<file path="src/rtl/lcd_pkg.sv">
// rtl/lcd_pkg.sv - shared types, opcodes and default timing for the LCD write controller
package lcd_pkg;

  typedef enum logic [2:0] {
    LCD_ST_IDLE  = 3'd0,
    LCD_ST_SETUP = 3'd1,
    LCD_ST_PULSE = 3'd2,
    LCD_ST_HOLD  = 3'd3,
    LCD_ST_WAIT  = 3'd4
  } lcd_state_e;

  localparam logic [7:0] LCD_CLR  = 8'h01;
  localparam logic [7:0] LCD_HOME = 8'h02;

  typedef struct packed {
    logic       rs;
    logic       half;
    logic [7:0] data;
  } lcd_entry_t;

  localparam int LCD_ENTRY_W = $bits(lcd_entry_t);

  // 50 MHz clock: 80 ns setup, 240 ns enable, 40 ns hold, 40 us execute, 1.64 ms clear/home
  localparam int LCD_T_AS   = 4;
  localparam int LCD_T_EN   = 12;
  localparam int LCD_T_H    = 2;
  localparam int LCD_T_EXEC = 2000;
  localparam int LCD_T_CLR  = 82000;

  // Clear (0x01) and home (0x02/0x03) instructions need the long execution wait
  function automatic logic is_long_cmd(input lcd_entry_t e);
    return !e.rs && ((e.data[7:1] == LCD_CLR[7:1]) || (e.data[7:1] == LCD_HOME[7:1]));
  endfunction

endpackage

</file>
<file path="src/rtl/lcd_cmd_fifo.sv">
// rtl/lcd_cmd_fifo.sv - show-ahead synchronous FIFO buffering LCD commands
module lcd_cmd_fifo #(
  parameter int DEPTH  = 16,
  parameter int DATA_W = 10
) (
  input  logic                     clk,
  input  logic                     reset,
  input  logic                     push,
  input  logic [DATA_W-1:0]        wdata,
  input  logic                     pop,
  output logic [DATA_W-1:0]        rdata,
  output logic                     full,
  output logic                     empty,
  output logic [$clog2(DEPTH):0]   level
);

  localparam int AW = $clog2(DEPTH);

  logic [DATA_W-1:0] mem [DEPTH];
  logic [AW:0]       wr_ptr;
  logic [AW:0]       rd_ptr;
  logic              do_push;
  logic              do_pop;

  // Pointers carry one extra MSB so equal low bits with differing MSB means full
  assign level   = wr_ptr - rd_ptr;
  assign full    = (level == (AW+1)'(DEPTH));
  assign empty   = (wr_ptr == rd_ptr);
  assign do_push = push && !full;
  assign do_pop  = pop && !empty;
  assign rdata   = mem[rd_ptr[AW-1:0]];

  // Pointer advance; reset discards every stored entry
  always_ff @(posedge clk) begin
    if (reset) begin
      wr_ptr <= '0;
      rd_ptr <= '0;
    end else begin
      if (do_push) wr_ptr <= wr_ptr + 1'b1;
      if (do_pop)  rd_ptr <= rd_ptr + 1'b1;
    end
  end

  // Entry storage; contents are only meaningful between the pointers so need no reset
  always_ff @(posedge clk) begin
    if (do_push) mem[wr_ptr[AW-1:0]] <= wdata;
  end

endmodule

</file>
<file path="src/rtl/lcd_write_ctrl.sv">
// rtl/lcd_write_ctrl.sv - buffered write-only HD44780 controller with 8/4-bit bus timing
module lcd_write_ctrl
  import lcd_pkg::*;
#(
  parameter int BUS_W      = 8,
  parameter int FIFO_DEPTH = 16,
  parameter int T_AS       = LCD_T_AS,
  parameter int T_EN       = LCD_T_EN,
  parameter int T_H        = LCD_T_H,
  parameter int T_EXEC     = LCD_T_EXEC,
  parameter int T_CLR      = LCD_T_CLR
) (
  input  logic                          clk_clk,
  input  logic                          reset_reset,
  input  logic                          cmd_valid,
  output logic                          cmd_ready,
  input  logic                          cmd_rs,
  input  logic                          cmd_half,
  input  logic [7:0]                    cmd_data,
  output logic                          lcd_rs,
  output logic                          lcd_rw,
  output logic                          lcd_en,
  output logic [BUS_W-1:0]              lcd_data,
  output logic                          busy,
  output logic [$clog2(FIFO_DEPTH):0]   fifo_level
);

  localparam int T_M1  = (T_AS > T_EN) ? T_AS : T_EN;
  localparam int T_M2  = (T_M1 > T_H) ? T_M1 : T_H;
  localparam int T_M3  = (T_M2 > T_EXEC) ? T_M2 : T_EXEC;
  localparam int T_MAX = (T_M3 > T_CLR) ? T_M3 : T_CLR;
  localparam int CNT_W = $clog2(T_MAX + 1);

  localparam logic [CNT_W-1:0] CNT_AS   = CNT_W'(T_AS - 1);
  localparam logic [CNT_W-1:0] CNT_EN   = CNT_W'(T_EN - 1);
  localparam logic [CNT_W-1:0] CNT_H    = CNT_W'(T_H - 1);
  localparam logic [CNT_W-1:0] CNT_EXEC = CNT_W'(T_EXEC - 1);
  localparam logic [CNT_W-1:0] CNT_CLR  = CNT_W'(T_CLR - 1);

  localparam logic [2:0] ST_IDLE  = LCD_ST_IDLE;
  localparam logic [2:0] ST_SETUP = LCD_ST_SETUP;
  localparam logic [2:0] ST_PULSE = LCD_ST_PULSE;
  localparam logic [2:0] ST_HOLD  = LCD_ST_HOLD;
  localparam logic [2:0] ST_WAIT  = LCD_ST_WAIT;

  logic [2:0]       state;
  logic [CNT_W-1:0] cnt;
  lcd_entry_t       cur;
  lcd_entry_t       head;
  lcd_entry_t       wr_entry;
  logic             hi_nib;
  logic             seen;
  logic             full;
  logic             empty;
  logic             push;
  logic             pop;

  // First beat is the whole byte on an 8-bit bus, the high nibble on a 4-bit bus
  function automatic logic [BUS_W-1:0] first_beat(input logic [7:0] d);
    if (BUS_W == 8) return BUS_W'(d);
    else            return BUS_W'(d[7:4]);
  endfunction

  assign cmd_ready = !full && !reset_reset;
  assign push      = cmd_valid && cmd_ready;
  assign wr_entry  = '{rs: cmd_rs, half: cmd_half, data: cmd_data};
  // The FSM acts on an entry only once it has sat in the FIFO for a full cycle
  assign pop       = (state == ST_IDLE) && seen && !empty;
  assign busy      = (state != ST_IDLE) || !empty;
  assign lcd_rw    = 1'b0;

  lcd_cmd_fifo #(
    .DEPTH  (FIFO_DEPTH),
    .DATA_W (LCD_ENTRY_W)
  ) u_fifo (
    .clk   (clk_clk),
    .reset (reset_reset),
    .push  (push),
    .wdata (wr_entry),
    .pop   (pop),
    .rdata (head),
    .full  (full),
    .empty (empty),
    .level (fifo_level)
  );

  // Replay FSM: setup, enable pulse, hold, optional second nibble, then execution wait
  always_ff @(posedge clk_clk) begin
    if (reset_reset) begin
      state    <= ST_IDLE;
      cnt      <= '0;
      cur      <= '0;
      hi_nib   <= 1'b0;
      seen     <= 1'b0;
      lcd_rs   <= 1'b0;
      lcd_en   <= 1'b0;
      lcd_data <= '0;
    end else begin
      seen <= !empty;
      case (state)
        ST_IDLE: begin
          if (pop) begin
            cur      <= head;
            lcd_rs   <= head.rs;
            lcd_data <= first_beat(head.data);
            hi_nib   <= (BUS_W == 4);
            cnt      <= CNT_AS;
            state    <= ST_SETUP;
          end
        end
        ST_SETUP: begin
          if (cnt == '0) begin
            lcd_en <= 1'b1;
            cnt    <= CNT_EN;
            state  <= ST_PULSE;
          end else begin
            cnt <= cnt - 1'b1;
          end
        end
        ST_PULSE: begin
          if (cnt == '0) begin
            lcd_en <= 1'b0;
            cnt    <= CNT_H;
            state  <= ST_HOLD;
          end else begin
            cnt <= cnt - 1'b1;
          end
        end
        ST_HOLD: begin
          if (cnt == '0) begin
            if ((BUS_W == 4) && hi_nib && !cur.half) begin
              lcd_data <= BUS_W'(cur.data[3:0]);
              hi_nib   <= 1'b0;
              cnt      <= CNT_AS;
              state    <= ST_SETUP;
            end else begin
              cnt   <= is_long_cmd(cur) ? CNT_CLR : CNT_EXEC;
              state <= ST_WAIT;
            end
          end else begin
            cnt <= cnt - 1'b1;
          end
        end
        ST_WAIT: begin
          if (cnt == '0) state <= ST_IDLE;
          else           cnt   <= cnt - 1'b1;
        end
        default: state <= ST_IDLE;
      endcase
    end
  end

endmodule

</file>
<file path="config.mk">
export PLATFORM = sky130hd
export DESIGN_NAME = lcd_write_ctrl
export DESIGN_NICKNAME = d
export VERILOG_FILES = /design/src/rtl/lcd_pkg.sv /design/src/rtl/lcd_cmd_fifo.sv /design/src/rtl/lcd_write_ctrl.sv
export SDC_FILE = /design/constraint.sdc
export NUM_CORES = 1
export LEC_CHECK = 0
export CAP_MARGIN = 20
export CORE_ASPECT_RATIO = 0.7
export CORE_MARGIN = 3
export CORE_UTILIZATION = 31
export CTS_CLUSTER_DIAMETER = 50
export DETAILED_ROUTE_END_ITERATION = 8
export GPL_TIMING_DRIVEN = 1
export HOLD_SLACK_MARGIN = 0.12
export PLACE_DENSITY = 0.57
export SKIP_CTS_REPAIR_TIMING = 1
export SYNTH_ARGS = -nofsm -noshare
export SYNTH_HDL_FRONTEND = slang
export SYNTH_SLANG_ARGS = --single-unit
export TNS_END_PERCENT = 30
</file>
<file path="constraint.sdc">
create_clock -name clk_clk -period 8.35 [get_ports clk_clk]
set_input_delay 1.67 -clock clk_clk [delete_from_list [all_inputs] [get_ports clk_clk]]
set_output_delay 1.67 -clock clk_clk [all_outputs]
set_load 0.005 [all_outputs]
</file>
==> results.py <==
metrics = {
    "global_routing": {
        "grt_pass1_wl_um": 27430,
        "grt_usage_pct": 13.05,
        "grt_max_degree": 45,
        "grt_pass1_vias": 4655,
        "overflow": 0,
        "antenna_found_initial": 0,
    },
    "timing": {
        "fin_crit_sh_pct": 70.30,
        "relSlewSlack_pct": 27.62,
        "max_freq_mhz": 170.4,
        "setup_viol": 0,
        "skew_ns": 0.008391,
        "drv_slew": 0,
        "max_slew.worst_pin.slew_ns": 1.086,
        "hold_viol": 0,
        "finalCriticalPeriod_ns": 5.870,
        "fin_setup_tns_ns": 0,
        "rsz0062_at_grt": "false",
        "fin_ws_ns": 2.480,
    },
    "floorplanning": {
        "die-area_um2": 27530,
        "initial_core_util_pct": 31.84,
        "die_y_um": 139.7,
        "fp-row-count": 48,
        "die_x_um": 197.0,
        "ios": 31,
        "core_area_um2": 24860,
    },
    "synthesis": {
        "synth_edf_count": 144,
        "yosysUniqueCellTypes": 58,
        "ys_ff_latch": 185,
        "synth_top_cell_area_share_pct": 54.61,
        "syn_area_um2": 7918,
        "ys_seq_area_share_pct": 64.98,
        "synth_top_cell_by_area": "edfxtp_1",
        "yosysWarnings": 0,
        "synth_area_per_cell_um2": 14.85,
        "ys.flop_type": "edfxtp_1",
        "synth_area_leaders": "edfxtp_1, mux4_2, dfxtp_1",
        "synth_fp_nets": 557,
        "async_flop_share_pct": 0,
        "synth_cells": 533,
    },
    "layout": {
        "n_fill_cell": 2338,
        "n_antenna_cell": 0,
        "drive_gt1_share_pct": 19.28,
        "syn2layout_area_growth_pct": 17.02,
        "nets": 593,
    },
    "drt": {
        "drt_iter0_drc": 375,
        "wl_per_cell_um": 19.25,
        "vias_per_cell": 5.129,
        "dr.pass1.iters": 4,
        "finalWirelength_um": 17440,
        "antenna_left": 0,
        "vias": 4647,
        "drc": 0,
    },
    "setup_path": {
        "worst_ep_required_time_ns": 6.68,
        "path_class": "flip-flop to output pin",
        "critPathMaxFanout": 40,
        "rr_worst_depth": 9,
        "start_kind": "flip-flop",
        "crit_slowest_cell": "dfxtp_2",
        "end_kind": "output pin",
        "cp_cell_sequence": "inv_1 -> ha_1 -> nor2b_1 -> o21a_1 -> o21a_1 -> o211ai_1 -> nand2b_1 -> inv_1 -> clkdlybuf4s50_1",
        "cpPeakStageDelay_ns": 1.02,
        "crit_arrival_ns": 4.20,
    },
    "clock_network": {
        "clk_transition_reported_paths_ns": 0.07,
        "cts-buffers-inserted": 17,
        "h-tree-depth": 4,
        "clock_sinks": 185,
        "insertion_delay_ns": 0.42,
        "tritoncts": "done",
        "clockBufferDepth": 2,
        "cts_root_buffer": "clkbuf_16",
    },
    "placed_design": {
        "place_ws_ns": 2.876,
        "port_buffers": 28,
        "place.gp.congestion": 0.8220,
        "dpl.hpwl_um": 11410,
    },
    "power": {
        "power.density_nw_per_um2": 288.7,
        "peakVddDrop_mv": 0.1340,
        "leakage_nw": 2.937,
    },
    "run_status": {
        "status": "finished clean",
    },
    "worst_hold_path": {
        "worstHoldPathCells": 2,
        "min_path_type": "flip-flop to flip-flop",
    },
    "flow_run": {
        "max-cap-violations": 0,
    },
}
==> worst max-delay path, delay by kind of cell, from the launching register on <==
| family | cells | cell delay (ns) |
|---|---|---|
| flip-flops | 1 | 1.02 |
| AO/OA/AOI/OAI | 3 | 0.84 |
| adder cells (fa/ha/maj) | 1 | 0.36 |
| AND/OR/NAND/NOR | 2 | 0.56 |
| buffers and inverters | 3 | 0.96 |
==> area by class of cell <==
type	count	area (um2)	area share (%)
Clock inverter	13	188.9	2.039
Inverter	11	41.29	0.4456
Multi-Input combinational cell	306	2619	28.26
Clock buffer	18	429.2	4.632
Sequential cell	185	5147	55.56
Tap cell	325	406.6	4.389
Timing Repair Buffer	48	432.9	4.673
==> state kept, by name, indices dropped and copies added, names as in the netlist <==
signal	cells
u_fifo.mem	144
cnt	17
cur	9
u_fifo.rd_ptr	5
u_fifo.wr_ptr	5
state	3
lcd_en	1
seen	1
==> per-stage QoR <==
stage / power, mW / instance area, um2 / std cells / hold WS, ns / utilization [%]
2_1_floorplan: 1.653 / 7918 / 533 / 0.4432 / -
3_3_place_gp: 1.826 / 8607 / 870 / 0.4524 / 34.62
3_5_place_dp: 1.840 / 8615 / 871 / 0.4587 / 34.65
4_1_cts: 2.686 / 9233 / 902 / 0.4687 / 37.13
5_1_grt: 2.825 / 9265 / 906 / 0.4988 / 37.26
6_report: 2.675 / 9265 / 906 / 0.4694 / 37.26
==> report_power, final <==
part / internal, mW / total (mW) / switching (mW)
Clock: 0.480 / 0.844 / 0.364
Combinational: 0.281 / 0.735 / 0.455
Sequential: 1.04 / 1.10 / 0.0568
==> kinds of logic (layout without fill, tap and decap cells) <==
group | after synthesis | count (layout) | share of synthesized area [%]
flops | 185 | 185 | 64.98
buf+inv | 42 | 90 | 2.181
compound gates | 69 | 69 | 5.452
simple gates | 162 | 162 | 10.65
other cells | 1 | 1 | 0.04736
mux | 48 | 48 | 13.20
xor+xnor | 15 | 15 | 1.659
fa+ha+maj | 11 | 11 | 1.833
==> routing by layer <==
metal	track usage (%)	share of wire [%]
met1	18.63	47
met3	3.049	5.4
met4	3.823	1.6
met5	0	0
met2	19.98	46
==> Yosys cell counts, types with 3 or more instances <==
cell and number:
inv_1 11, buf_1 3, a311oi_1 3, nand3_1 9, or3_1 8, dfxtp_1 41, a31oi_1 5, or2_2 3
a21oi_1 24, buf_2 3, nor2_1 32, ha_1 10, o211ai_1 3, nand2_1 44, mux4_2 45, xnor2_1 8
a211oi_1 4, nand2b_1 9, edfxtp_1 144, nand4_1 5, nor4_1 8, o21ai_0 14, and3_1 3, nor3_1 22
clkbuf_1 23, xor2_1 7, nor2b_1 5
==> cells in the final DEF (no fill, tap or decap), types with 16 or more instances in the layout <==
cell and n:
a21oi_1 24, buf_4 16, clkbuf_16 17, clkdlybuf4s50_1 28
dfxtp_1 39, edfxtp_1 144, mux4_2 45, nand2_1 44
nor2_1 32, nor3_1 22
==> final timing paths <==
kind | startpoint | end | slack (ns)
worst max-delay path | u_fifo.rd_ptr[1]$_SDFFE_PP0P_ | cmd_ready | 2.48
worst min-delay path | cur[1]$_SDFFE_PP0P_ | cur[1]$_SDFFE_PP0P_ | 0.47
worst max register to register | u_fifo.rd_ptr[1]$_SDFFE_PP0P_ | u_fifo.mem[13][1]$_DFFE_PP_ | 3.86
worst min register to register | cur[1]$_SDFFE_PP0P_ | cur[1]$_SDFFE_PP0P_ | 0.47
Note: power is estimated with default switching activity, not from simulation.
